File: config.mk
export PLATFORM = sky130hd
export DESIGN_NAME = time_set_controller_flat
export DESIGN_NICKNAME = d
export VERILOG_FILES = /design/src/rtl/time_set_controller_if.sv /design/src/rtl/time_set_controller.sv /design/src/flat_wrapper.sv
export SDC_FILE = /design/constraint.sdc
export NUM_CORES = 1
export LEC_CHECK = 0
export BUFFER_PORTS_ARGS = -buffer_cell sky130_fd_sc_hd__buf_2
export CAP_MARGIN = 20
export CORE_ASPECT_RATIO = 1.1
export CORE_UTILIZATION = 50
export CTS_BUF_LIST = sky130_fd_sc_hd__clkbuf_16
export DETAILED_ROUTE_END_ITERATION = 10
export HOLD_SLACK_MARGIN = 0.15
export PLACE_DENSITY_LB_ADDON = 0.08
export SLEW_MARGIN = 25
export SYNTH_ARGS = -nofsm -noshare
export SYNTH_HDL_FRONTEND = slang
export SYNTH_SLANG_ARGS = --single-unit
export TNS_END_PERCENT = 20
File: constraint.sdc
create_clock -name clk -period 1.8 [get_ports clk]
set_input_delay 0.09 -clock clk [delete_from_list [all_inputs] [get_ports clk]]
set_output_delay 0.09 -clock clk [all_outputs]
set_load 0.02 [all_outputs]
File: src/rtl/time_set_controller_if.sv
// Time-set interface between the board button front end and the clock block.
// The controller drives the edited time and commit strobe; the driver side supplies buttons and running time.
interface time_set_controller_if;
  logic       btn_mode;
  logic       btn_up;
  logic       btn_down;
  logic       btn_confirm;
  logic [7:0] current_24_hour;
  logic [7:0] current_24_min;
  logic [7:0] current_24_sec;
  logic       set_time;
  logic [7:0] input_hour;
  logic [7:0] input_min;
  logic [7:0] input_sec;
  logic       editing;
  logic [1:0] edit_field;
  logic       edit_timeout;

  modport master (
    output btn_mode, btn_up, btn_down, btn_confirm,
    output current_24_hour, current_24_min, current_24_sec,
    input  set_time, input_hour, input_min, input_sec,
    input  editing, edit_field, edit_timeout
  );

  modport slave (
    input  btn_mode, btn_up, btn_down, btn_confirm,
    input  current_24_hour, current_24_min, current_24_sec,
    output set_time, input_hour, input_min, input_sec,
    output editing, edit_field, edit_timeout
  );
endinterface

File: src/rtl/time_set_controller.sv
// Button-driven time editor: snapshots the running time, edits hour/min/sec with
// wrap-around and auto-repeat, then commits with a one-cycle set_time strobe or aborts on inactivity.
module time_set_controller #(
  parameter int HOLD_CYCLES    = 2,
  parameter int REPEAT_CYCLES  = 1,
  parameter int TIMEOUT_CYCLES = 30
) (
  input  logic                  clk,
  input  logic                  reset,
  time_set_controller_if.slave  tsc
);

  localparam int HW = $clog2(HOLD_CYCLES + REPEAT_CYCLES + 1);
  localparam int TW = $clog2(TIMEOUT_CYCLES + 1);
  localparam logic [HW-1:0] HOLD_V    = HW'(HOLD_CYCLES);
  localparam logic [HW-1:0] RELOAD_AT = HW'(HOLD_CYCLES + REPEAT_CYCLES);
  localparam logic [TW-1:0] TIMEOUT_V = TW'(TIMEOUT_CYCLES);

  typedef enum logic [2:0] {
    IDLE,
    EDIT_HOUR,
    EDIT_MIN,
    EDIT_SEC,
    COMMIT
  } state_t;

  state_t        state_q, state_d;
  logic [3:0]    btn_prev;
  logic [3:0]    btn_now;
  logic [3:0]    press;
  logic [7:0]    hour_q, hour_d;
  logic [7:0]    min_q, min_d;
  logic [7:0]    sec_q, sec_d;
  logic [HW-1:0] hold_q, hold_d, hold_inc;
  logic [TW-1:0] tout_q, tout_d, tout_inc;
  logic          timeout_q, timeout_d;
  logic          in_edit;
  logic          held_up, held_dn;
  logic          press_step, rep_hit, activity;

  function automatic logic [7:0] step_field(input logic [7:0] value, input logic up,
                                            input logic [7:0] top);
    if (up) return (value >= top) ? 8'd0 : value + 8'd1;
    else    return (value == 8'd0) ? top : value - 8'd1;
  endfunction

  // Button order in the vectors: {mode, up, down, confirm}
  assign btn_now = {tsc.btn_mode, tsc.btn_up, tsc.btn_down, tsc.btn_confirm};
  assign press   = btn_now & ~btn_prev;
  assign in_edit = (state_q == EDIT_HOUR) || (state_q == EDIT_MIN) || (state_q == EDIT_SEC);
  assign held_up = tsc.btn_up & ~tsc.btn_down;
  assign held_dn = tsc.btn_down & ~tsc.btn_up;

  always_ff @(posedge clk or negedge reset) begin
    if (!reset) begin
      state_q   <= IDLE;
      btn_prev  <= '0;
      hour_q    <= '0;
      min_q     <= '0;
      sec_q     <= '0;
      hold_q    <= '0;
      tout_q    <= '0;
      timeout_q <= 1'b0;
    end else begin
      state_q   <= state_d;
      btn_prev  <= btn_now;
      hour_q    <= hour_d;
      min_q     <= min_d;
      sec_q     <= sec_d;
      hold_q    <= hold_d;
      tout_q    <= tout_d;
      timeout_q <= timeout_d;
    end
  end

  always_comb begin
    state_d    = state_q;
    hour_d     = hour_q;
    min_d      = min_q;
    sec_d      = sec_q;
    hold_d     = '0;
    tout_d     = '0;
    timeout_d  = 1'b0;
    press_step = 1'b0;
    rep_hit    = 1'b0;
    hold_inc   = hold_q + 1'b1;
    tout_inc   = tout_q + 1'b1;

    // Hold counter reloads to HOLD_V after each repeat step, so it never exceeds RELOAD_AT
    if (in_edit && (held_up || held_dn)) begin
      if ((held_up && press[2]) || (held_dn && press[1])) begin
        press_step = 1'b1;
      end else if (hold_inc == HOLD_V) begin
        rep_hit = 1'b1;
        hold_d  = hold_inc;
      end else if (hold_inc == RELOAD_AT) begin
        rep_hit = 1'b1;
        hold_d  = HOLD_V;
      end else begin
        hold_d = hold_inc;
      end
    end

    activity = (|press) | rep_hit;

    case (state_q)
      IDLE: begin
        if (press[3]) begin
          hour_d  = (tsc.current_24_hour > 8'd23) ? 8'd0 : tsc.current_24_hour;
          min_d   = (tsc.current_24_min  > 8'd59) ? 8'd0 : tsc.current_24_min;
          sec_d   = (tsc.current_24_sec  > 8'd59) ? 8'd0 : tsc.current_24_sec;
          state_d = EDIT_HOUR;
        end
      end
      EDIT_HOUR, EDIT_MIN, EDIT_SEC: begin
        if (press[0]) begin
          state_d = COMMIT;
        end else if (press[3]) begin
          state_d = (state_q == EDIT_HOUR) ? EDIT_MIN :
                    (state_q == EDIT_MIN)  ? EDIT_SEC : EDIT_HOUR;
        end else if (press_step || rep_hit) begin
          if (state_q == EDIT_HOUR)     hour_d = step_field(hour_q, held_up, 8'd23);
          else if (state_q == EDIT_MIN) min_d  = step_field(min_q,  held_up, 8'd59);
          else                          sec_d  = step_field(sec_q,  held_up, 8'd59);
        end
        if (!activity) begin
          if (tout_inc >= TIMEOUT_V) begin
            state_d   = IDLE;
            timeout_d = 1'b1;
          end else begin
            tout_d = tout_inc;
          end
        end
      end
      COMMIT:  state_d = IDLE;
      default: state_d = IDLE;
    endcase
  end

  always_comb begin
    tsc.edit_field = 2'd0;
    case (state_q)
      EDIT_HOUR: tsc.edit_field = 2'd1;
      EDIT_MIN:  tsc.edit_field = 2'd2;
      EDIT_SEC:  tsc.edit_field = 2'd3;
      default:   tsc.edit_field = 2'd0;
    endcase
  end

  assign tsc.set_time     = (state_q == COMMIT);
  assign tsc.editing      = in_edit;
  assign tsc.edit_timeout = timeout_q;
  assign tsc.input_hour   = hour_q;
  assign tsc.input_min    = min_q;
  assign tsc.input_sec    = sec_q;

endmodule

File: src/flat_wrapper.sv
// flat-port wrapper written by rule: the top's interface ports become plain ports
module time_set_controller_flat 
#(
  parameter int HOLD_CYCLES    = 2,
  parameter int REPEAT_CYCLES  = 1,
  parameter int TIMEOUT_CYCLES = 30
)
  (clk, reset, tsc_btn_mode, tsc_btn_up, tsc_btn_down, tsc_btn_confirm, tsc_current_24_hour, tsc_current_24_min, tsc_current_24_sec, tsc_set_time, tsc_input_hour, tsc_input_min, tsc_input_sec, tsc_editing, tsc_edit_field, tsc_edit_timeout);
  time_set_controller_if tsc_i ();
  input  logic clk;
  input  logic reset;
  input wire logic [$bits(tsc_i.btn_mode)-1:0] tsc_btn_mode;
  input wire logic [$bits(tsc_i.btn_up)-1:0] tsc_btn_up;
  input wire logic [$bits(tsc_i.btn_down)-1:0] tsc_btn_down;
  input wire logic [$bits(tsc_i.btn_confirm)-1:0] tsc_btn_confirm;
  input wire logic [$bits(tsc_i.current_24_hour)-1:0] tsc_current_24_hour;
  input wire logic [$bits(tsc_i.current_24_min)-1:0] tsc_current_24_min;
  input wire logic [$bits(tsc_i.current_24_sec)-1:0] tsc_current_24_sec;
  output wire logic [$bits(tsc_i.set_time)-1:0] tsc_set_time;
  output wire logic [$bits(tsc_i.input_hour)-1:0] tsc_input_hour;
  output wire logic [$bits(tsc_i.input_min)-1:0] tsc_input_min;
  output wire logic [$bits(tsc_i.input_sec)-1:0] tsc_input_sec;
  output wire logic [$bits(tsc_i.editing)-1:0] tsc_editing;
  output wire logic [$bits(tsc_i.edit_field)-1:0] tsc_edit_field;
  output wire logic [$bits(tsc_i.edit_timeout)-1:0] tsc_edit_timeout;
  assign tsc_i.btn_mode = tsc_btn_mode;
  assign tsc_i.btn_up = tsc_btn_up;
  assign tsc_i.btn_down = tsc_btn_down;
  assign tsc_i.btn_confirm = tsc_btn_confirm;
  assign tsc_i.current_24_hour = tsc_current_24_hour;
  assign tsc_i.current_24_min = tsc_current_24_min;
  assign tsc_i.current_24_sec = tsc_current_24_sec;
  assign tsc_set_time = tsc_i.set_time;
  assign tsc_input_hour = tsc_i.input_hour;
  assign tsc_input_min = tsc_i.input_min;
  assign tsc_input_sec = tsc_i.input_sec;
  assign tsc_editing = tsc_i.editing;
  assign tsc_edit_field = tsc_i.edit_field;
  assign tsc_edit_timeout = tsc_i.edit_timeout;
  time_set_controller #(.HOLD_CYCLES(HOLD_CYCLES), .REPEAT_CYCLES(REPEAT_CYCLES), .TIMEOUT_CYCLES(TIMEOUT_CYCLES)) u_core (.clk(clk), .reset(reset), .tsc(tsc_i));
endmodule
**Yosys cells after proc, flatten, opt, wreduce, memory -nomap -nowiden**

Cells that the tools add are included.

- $add $sub $neg: 8
- Order comparisons: 7
- Eq/ne operators: 14
- Muxes and demuxes: 57
- Bitwise logic cells: 7
- Reduce and logical (&&, ||, !) cells: 18

Operators by type and width:

| operator | number |
|---|---|
| two-way mux 8 bit | 29 |
| case mux 8 bit (2 select lines) | 3 |
| adder 8 x 1 -> 8 bit (second input constant) | 3 |
| zero test 8 bit | 3 |
| subtractor 8 x 1 -> 8 bit (second input constant) | 3 |
| two-way mux 3 bit | 6 |
| >= comparator 8 x 6 -> 1 bit (second input constant) | 2 |
| > comparator 8 x 6 -> 1 bit (second input constant) | 2 |
| two-way mux 5 bit | 3 |
| AND reduction 7 bit | 2 |
| two-way mux 2 bit | 5 |
| two-way mux 1 bit | 9 |
| >= comparator 8 x 5 -> 1 bit (second input constant) | 1 |
| > comparator 8 x 5 -> 1 bit (second input constant) | 1 |
| inequality test 2 x 1 -> 1 bit (second input constant) | 4 |
| inequality test 2 bit (second input constant) | 4 |
| == test 3 x 2 -> 1 bit (second input constant) | 2 |
| case mux 2 bit (3 select lines) | 1 |
| case mux 3 bit (2 select lines) | 1 |
| AND reduction 6 bit | 1 |
| adder 5 x 1 -> 5 bit (second input constant) | 1 |
| >= comparator 5 bit (second input constant) | 1 |
| logical OR 1 bit | 5 |
| AND 4 bit | 1 |
| other kinds (13) | 18 |

- Register bits after elaboration: 39
- Input bits: 30

**Logic depth before layout (Yosys ltp)**

- Word-level depth: 11
- Depth in mapped cells: 8

**Worst setup path before layout**

No wires, ideal clock.

- Kind: register to register
- Start: register u_core.sec_q[0] (netlist: u_core.tsc.input_sec[0])
- End: register u_core.sec_q[0] (netlist: u_core.tsc.input_sec[0])
- Arrival time: 1.926 ns
- Setup slack: -0.199 ns
- Cell stages (with the launch flop): 8
- Cell sequence: dfrtp_1 inv_1 ha_1 or4b_4 or3_1 a221oi_2 a211oi_1 a21oi_2

- Cells in the longest elaborated chain, start to end: 9
- Elaborated cells on any way between the ends: 13

Ends and longest elaborated chain:

| what | line | RTL |
|---|---|---|
| from (decl) | time_set_controller.sv:33 | `logic [7:0] sec_q, sec_d;` |
| from (signal assigned) | time_set_controller.sv:60 | `sec_q <= '0;` |
| from (signal assigned) | time_set_controller.sv:69 | `sec_q <= sec_d;` |
| subtractor 8 x 1 -> 8 bit, or another cell as far along | time_set_controller.sv:44 | `else return (value == 8'd0) ? top : value - 8'd1;` |
| two-way mux 8 bit (on tied branches) | time_set_controller.sv:44, time_set_controller.sv:43 |  |
| two-way mux 8 bit * | time_set_controller.sv:43 | `if (up) return (value >= top) ? 8'd0 : value + 8'd1;` |
| two-way mux 8 bit * | time_set_controller.sv:123 | `else if (state_q == EDIT_MIN) min_d = step_field(min_q, held_up, 8'd59);` |
| two-way mux 8 bit * | time_set_controller.sv:122 | `if (state_q == EDIT_HOUR) hour_d = step_field(hour_q, held_up, 8'd23);` |
| two-way mux 8 bit * | time_set_controller.sv:121 | `end else if (press_step \|\| rep_hit) begin` |
| two-way mux 8 bit * | time_set_controller.sv:118 | `end else if (press[3]) begin` |
| two-way mux 8 bit * | time_set_controller.sv:116 | `if (press[0]) begin` |
| case mux 8 bit (2 select lines) * | time_set_controller.sv:106 | `case (state_q)` |

Mark *: on every way between the ends. The rest lies on a longest branch, timed or not. The select of a mux whose other input is x is not followed.
A chain may end at the register's enable or synchronous reset.

**Worst setup path in the final report**

- Start: register u_core.sec_q[1] (netlist: u_core.tsc.input_sec[1])
- End: register u_core.sec_q[0] (netlist: u_core.tsc.input_sec[0])

- Cells in the longest elaborated chain, start to end: 9
- Elaborated cells on any way between the ends: 11

Ends and longest elaborated chain:

| what | line |
|---|---|
| >= comparator 8 x 6 -> 1 bit or zero test 8 bit (tied branches) | time_set_controller.sv:43, time_set_controller.sv:44 |
| two-way mux 8 bit (on tied branches) | time_set_controller.sv:43, time_set_controller.sv:44 |
| two-way mux 8 bit * | time_set_controller.sv:43 |
| two-way mux 8 bit * | time_set_controller.sv:123 |
| two-way mux 8 bit * | time_set_controller.sv:122 |
| two-way mux 8 bit * | time_set_controller.sv:121 |
| two-way mux 8 bit * | time_set_controller.sv:118 |
| two-way mux 8 bit * | time_set_controller.sv:116 |
| case mux 8 bit (2 select lines) * | time_set_controller.sv:106 |

Marks and branches as above.

==> run_results.csv <==
group,metric,value,unit
synthesis,netlist_area,2880,um^2
sta,slew_viol_final,0,
pwr,p_leak,1.96,nW
sta,max_freq,524,MHz
setup_path,critPathKind,"register to register",
final_layout,utilization,0.758,
synthesis,yosysSeqAreaShare,0.339,
final_layout,layout-drive-gt1-share,0.372,
floorplanning,die_width,74.4,um
sta,fin_crit_sh,1.06,
pwr,seq_power_share,0.197,
final_layout,antenna_cells,0,
clocking,clock-root-buffer,"clkbuf_16",
grt,track_usage,0.289,
floorplanning,fp.dieH,81.6,um
worst_hold_path,min_to,"u_core.tsc.input_min[5]",
routing,drt_first_iter_violations,153,
synthesis,yosysWarnings,0,
setup_path,path_max_fanout,3,
synthesis,synth_mux_area_frac,0.00391,
synthesis,synthCells,341,
setup_path,crit-reg2reg-launch,"u_core.tsc.input_sec[1]",
sta,worst_slack,-110,ps
grt,grt_pass1_wl,13600,um
routing,dr.pass1.iters,4,
grt,grt-ovfl-total,0,
grt,grt_pass1_vias,3015,
clocking,cts_sinks,39,
sta,setup_tns,-143,ps
placed_design,pre_cts_ws,-70.5,ps
setup_path,critical_path_required,2010,ps
sta,rsz0062_at_grt,"yes",
synthesis,synth_compound_area_frac,0.234,
synthesis,synth-xor-area-share,0.0456,
clocking,cts_buffers,5,
sta,worst_pin_slew,528,ps
final_layout,register_area,982,um^2
final_layout,finalInstanceArea,4140,um^2
final_layout,fin_nets,515,
routing,drc,0,
clocking,clk_pin_slew,60,ps
pwr,p_comb_frac,0.658,
routing,totalWireLength,8550,um
synthesis,synth_seq_cells,39,
routing,wl_per_cell,15.7,um
final_layout,fillers,417,
synthesis,syn_nets,385,
final_layout,multiInputGateArea,1880,um^2
floorplanning,ios,59,
pwr,p_clk_frac,0.145,
pwr,switching_power,3.03,mW
setup_path,start_kind,"register",
routing,num_vias,3159,
sta,finClkSkew,11.2,ps
sta,fin_crit,1910,ps
pwr,switching_share,0.445,
grt,grt_util_met1,0.359,
synthesis,synth.distinct_cells,65,
worst_hold_path,whs_path_depth,4,
worst_hold_path,worstHoldStart,"tsc_current_24_min[7]",
final_layout,final_cell_mix,"buf_4 (66), buf_2 (58), dfrtp_1 (34)",
routing,drt-vias-per-instance,5.79,
pwr,irDropWorstVdd,1.15,mV
pwr,power.internal,3.79,mW
placed_design,dp_hpwl,6170,um
status,status,"complete, but fails checks",
synthesis,synth_edf_count,0,
placed_design,gp_congestion,0.895,
synthesis,netlist.area_leader.share,0.339,
pwr,powerDensity,1650,nW/um^2
synthesis,synth_fa_ha_area_frac,0.0608,
synthesis,synth_flop_cell,"dfrtp_1",
final_layout,final_cells,546,
setup_path,end_kind,"register",
placed_design,dp_cells,523,
sta,final_hold_viol_count,0,
sta,relSlewSlack,0.648,
status,failed_checks,"setup timing",
setup_path,reg2reg_setup_slack,-110,ps
worst_hold_path,hp-class,"primary input to register",
grt,use_met3,0.0393,
synthesis,synthArstFlopShare,1.00,
run,drv_cap,0,
floorplanning,core_region_area,5470,um^2
clocking,cts.htree.levels,2,
clocking,clk_path_buf_depth,2,
final_layout,final_common_cell,"buf_4",
setup_path,ff2ff_path_depth,7,
grt,busiest_layer,"met2",
grt,antenna_found_initial,0,
pwr,power,6.82,mW
grt,use_met2,0.523,
grt,grt_start_max_net_pins,21,
synthesis,synth_area_leader_cell,"dfrtp_1",
synthesis,synth-simple-area-share,0.264,
setup_path,crit_arrival,2120,ps
floorplanning,fp-row-count,28,
setup_path,reg2reg_to,"u_core.tsc.input_sec[0]",
synthesis,syn_avg_cell_area,8.45,um^2
final_layout,syn_to_final_growth,43.9,%
placed_design,port_buffers,58,
placed_design,dpl-instance-area,3690,um^2
clocking,cts_tree,"done",
clocking,clkLatencyLatePin,280,ps
floorplanning,start_util,0.527,
synthesis,synth_top_family_by_area,"simple AND/OR/NAND/NOR gates",
floorplanning,die_area,6070,um^2
synthesis,synth_area_leaders,"dfrtp_1 (34%), ha_1 (6.1%), a21oi_1 (3.8%)",
routing,ant_nets,0,
sta,setup_violations,4,
sta,holdWs,150,ps
-- registers in the layout (all words and copies together) (netlist names) --
name / cells
u_core.state_q: 3
u_core.tsc.input_min: 8
u_core.tsc.input_hour: 8
u_core.tsc.edit_timeout: 1
u_core.hold_q: 2
u_core.tout_q: 5
u_core.btn_prev: 4
u_core.tsc.input_sec: 8
-- how the worst max path moves through the flow --
stage,from,to
after floorplan,u_core.tsc.input_sec[0],u_core.tsc.input_sec[0]
after global placement,u_core.tsc.input_sec[1],u_core.tsc.input_sec[0]
after detailed placement,u_core.tsc.input_sec[1],u_core.tsc.input_sec[0]
after CTS,u_core.tsc.input_sec[1],u_core.tsc.input_sec[0]
after global routing,u_core.tsc.input_sec[0],u_core.tsc.input_sec[0]
final,u_core.tsc.input_sec[1],u_core.tsc.input_sec[0]
-- cells in the mapped netlist, types with 9 or more instances --
library cell  number
nor2b_1            9
inv_1             17
a21oi_1           22
nand2_1           23
o21ai_1           10
o21ai_0           14
dfrtp_1           39
nand3_1           18
ha_1              14
nor3_1             9
nor2_1            28
xor2_1            11
-- area by class of cell --
type                            count  area share
Sequential cell                    39       0.237
Timing Repair Buffer              141       0.231
Tap cell                           75      0.0226
Inverter                           18      0.0163
Clock buffer                        5      0.0302
Clock inverter                      2     0.00815
Multi-Input combinational cell    266       0.454
-- cells by family after synthesis --
group | Yosys count
simple gates | 139
compound gates | 97
flops | 39
buf+inv | 36
xor+xnor | 15
fa+ha+maj | 14
mux | 1
-- per-layer routing --
layer | part of all wire | vias to the layer above | routed length [um]
li1 | - | 1528 | -
met1 | 0.43 | 1523 | 3680
met2 | 0.52 | 97 | 4420
met3 | 0.040 | 11 | 342
met4 | 0.013 | 0 | 110
met5 | 0 | - | 0
-- worst max-delay path, stage by stage, from the launching register on --
cell and delay [ps]:
dfrtp_2 390, inv_1 70, ha_1 140, or4b_4 470, or3_1 340, a221oi_2 230
a211oi_1 90, a21oi_2 100
-- power groups by stage --
stage	registers, mW	logic, mW	clock network [mW]
final	1.34	4.49	0.989
after floorplan	1.67	2.14	0
after CTS	1.32	4.23	0.994
after detailed placement	1.33	4.15	0
after global placement	1.32	4.09	0
after global routing	1.37	4.91	1.03
-- repair_timing --
item | in CTS | in global routing
endpoints found under the hold margin | 32 | 0
hold buffers | 15 | 0
gates resized for setup | 2 | 28
setup buffers | 1 | 0
cloned | 0 | 0
pin swaps | 2 | 10
endpoints found under the setup margin | 10 | 28
(Power assumes the default switching activity.)
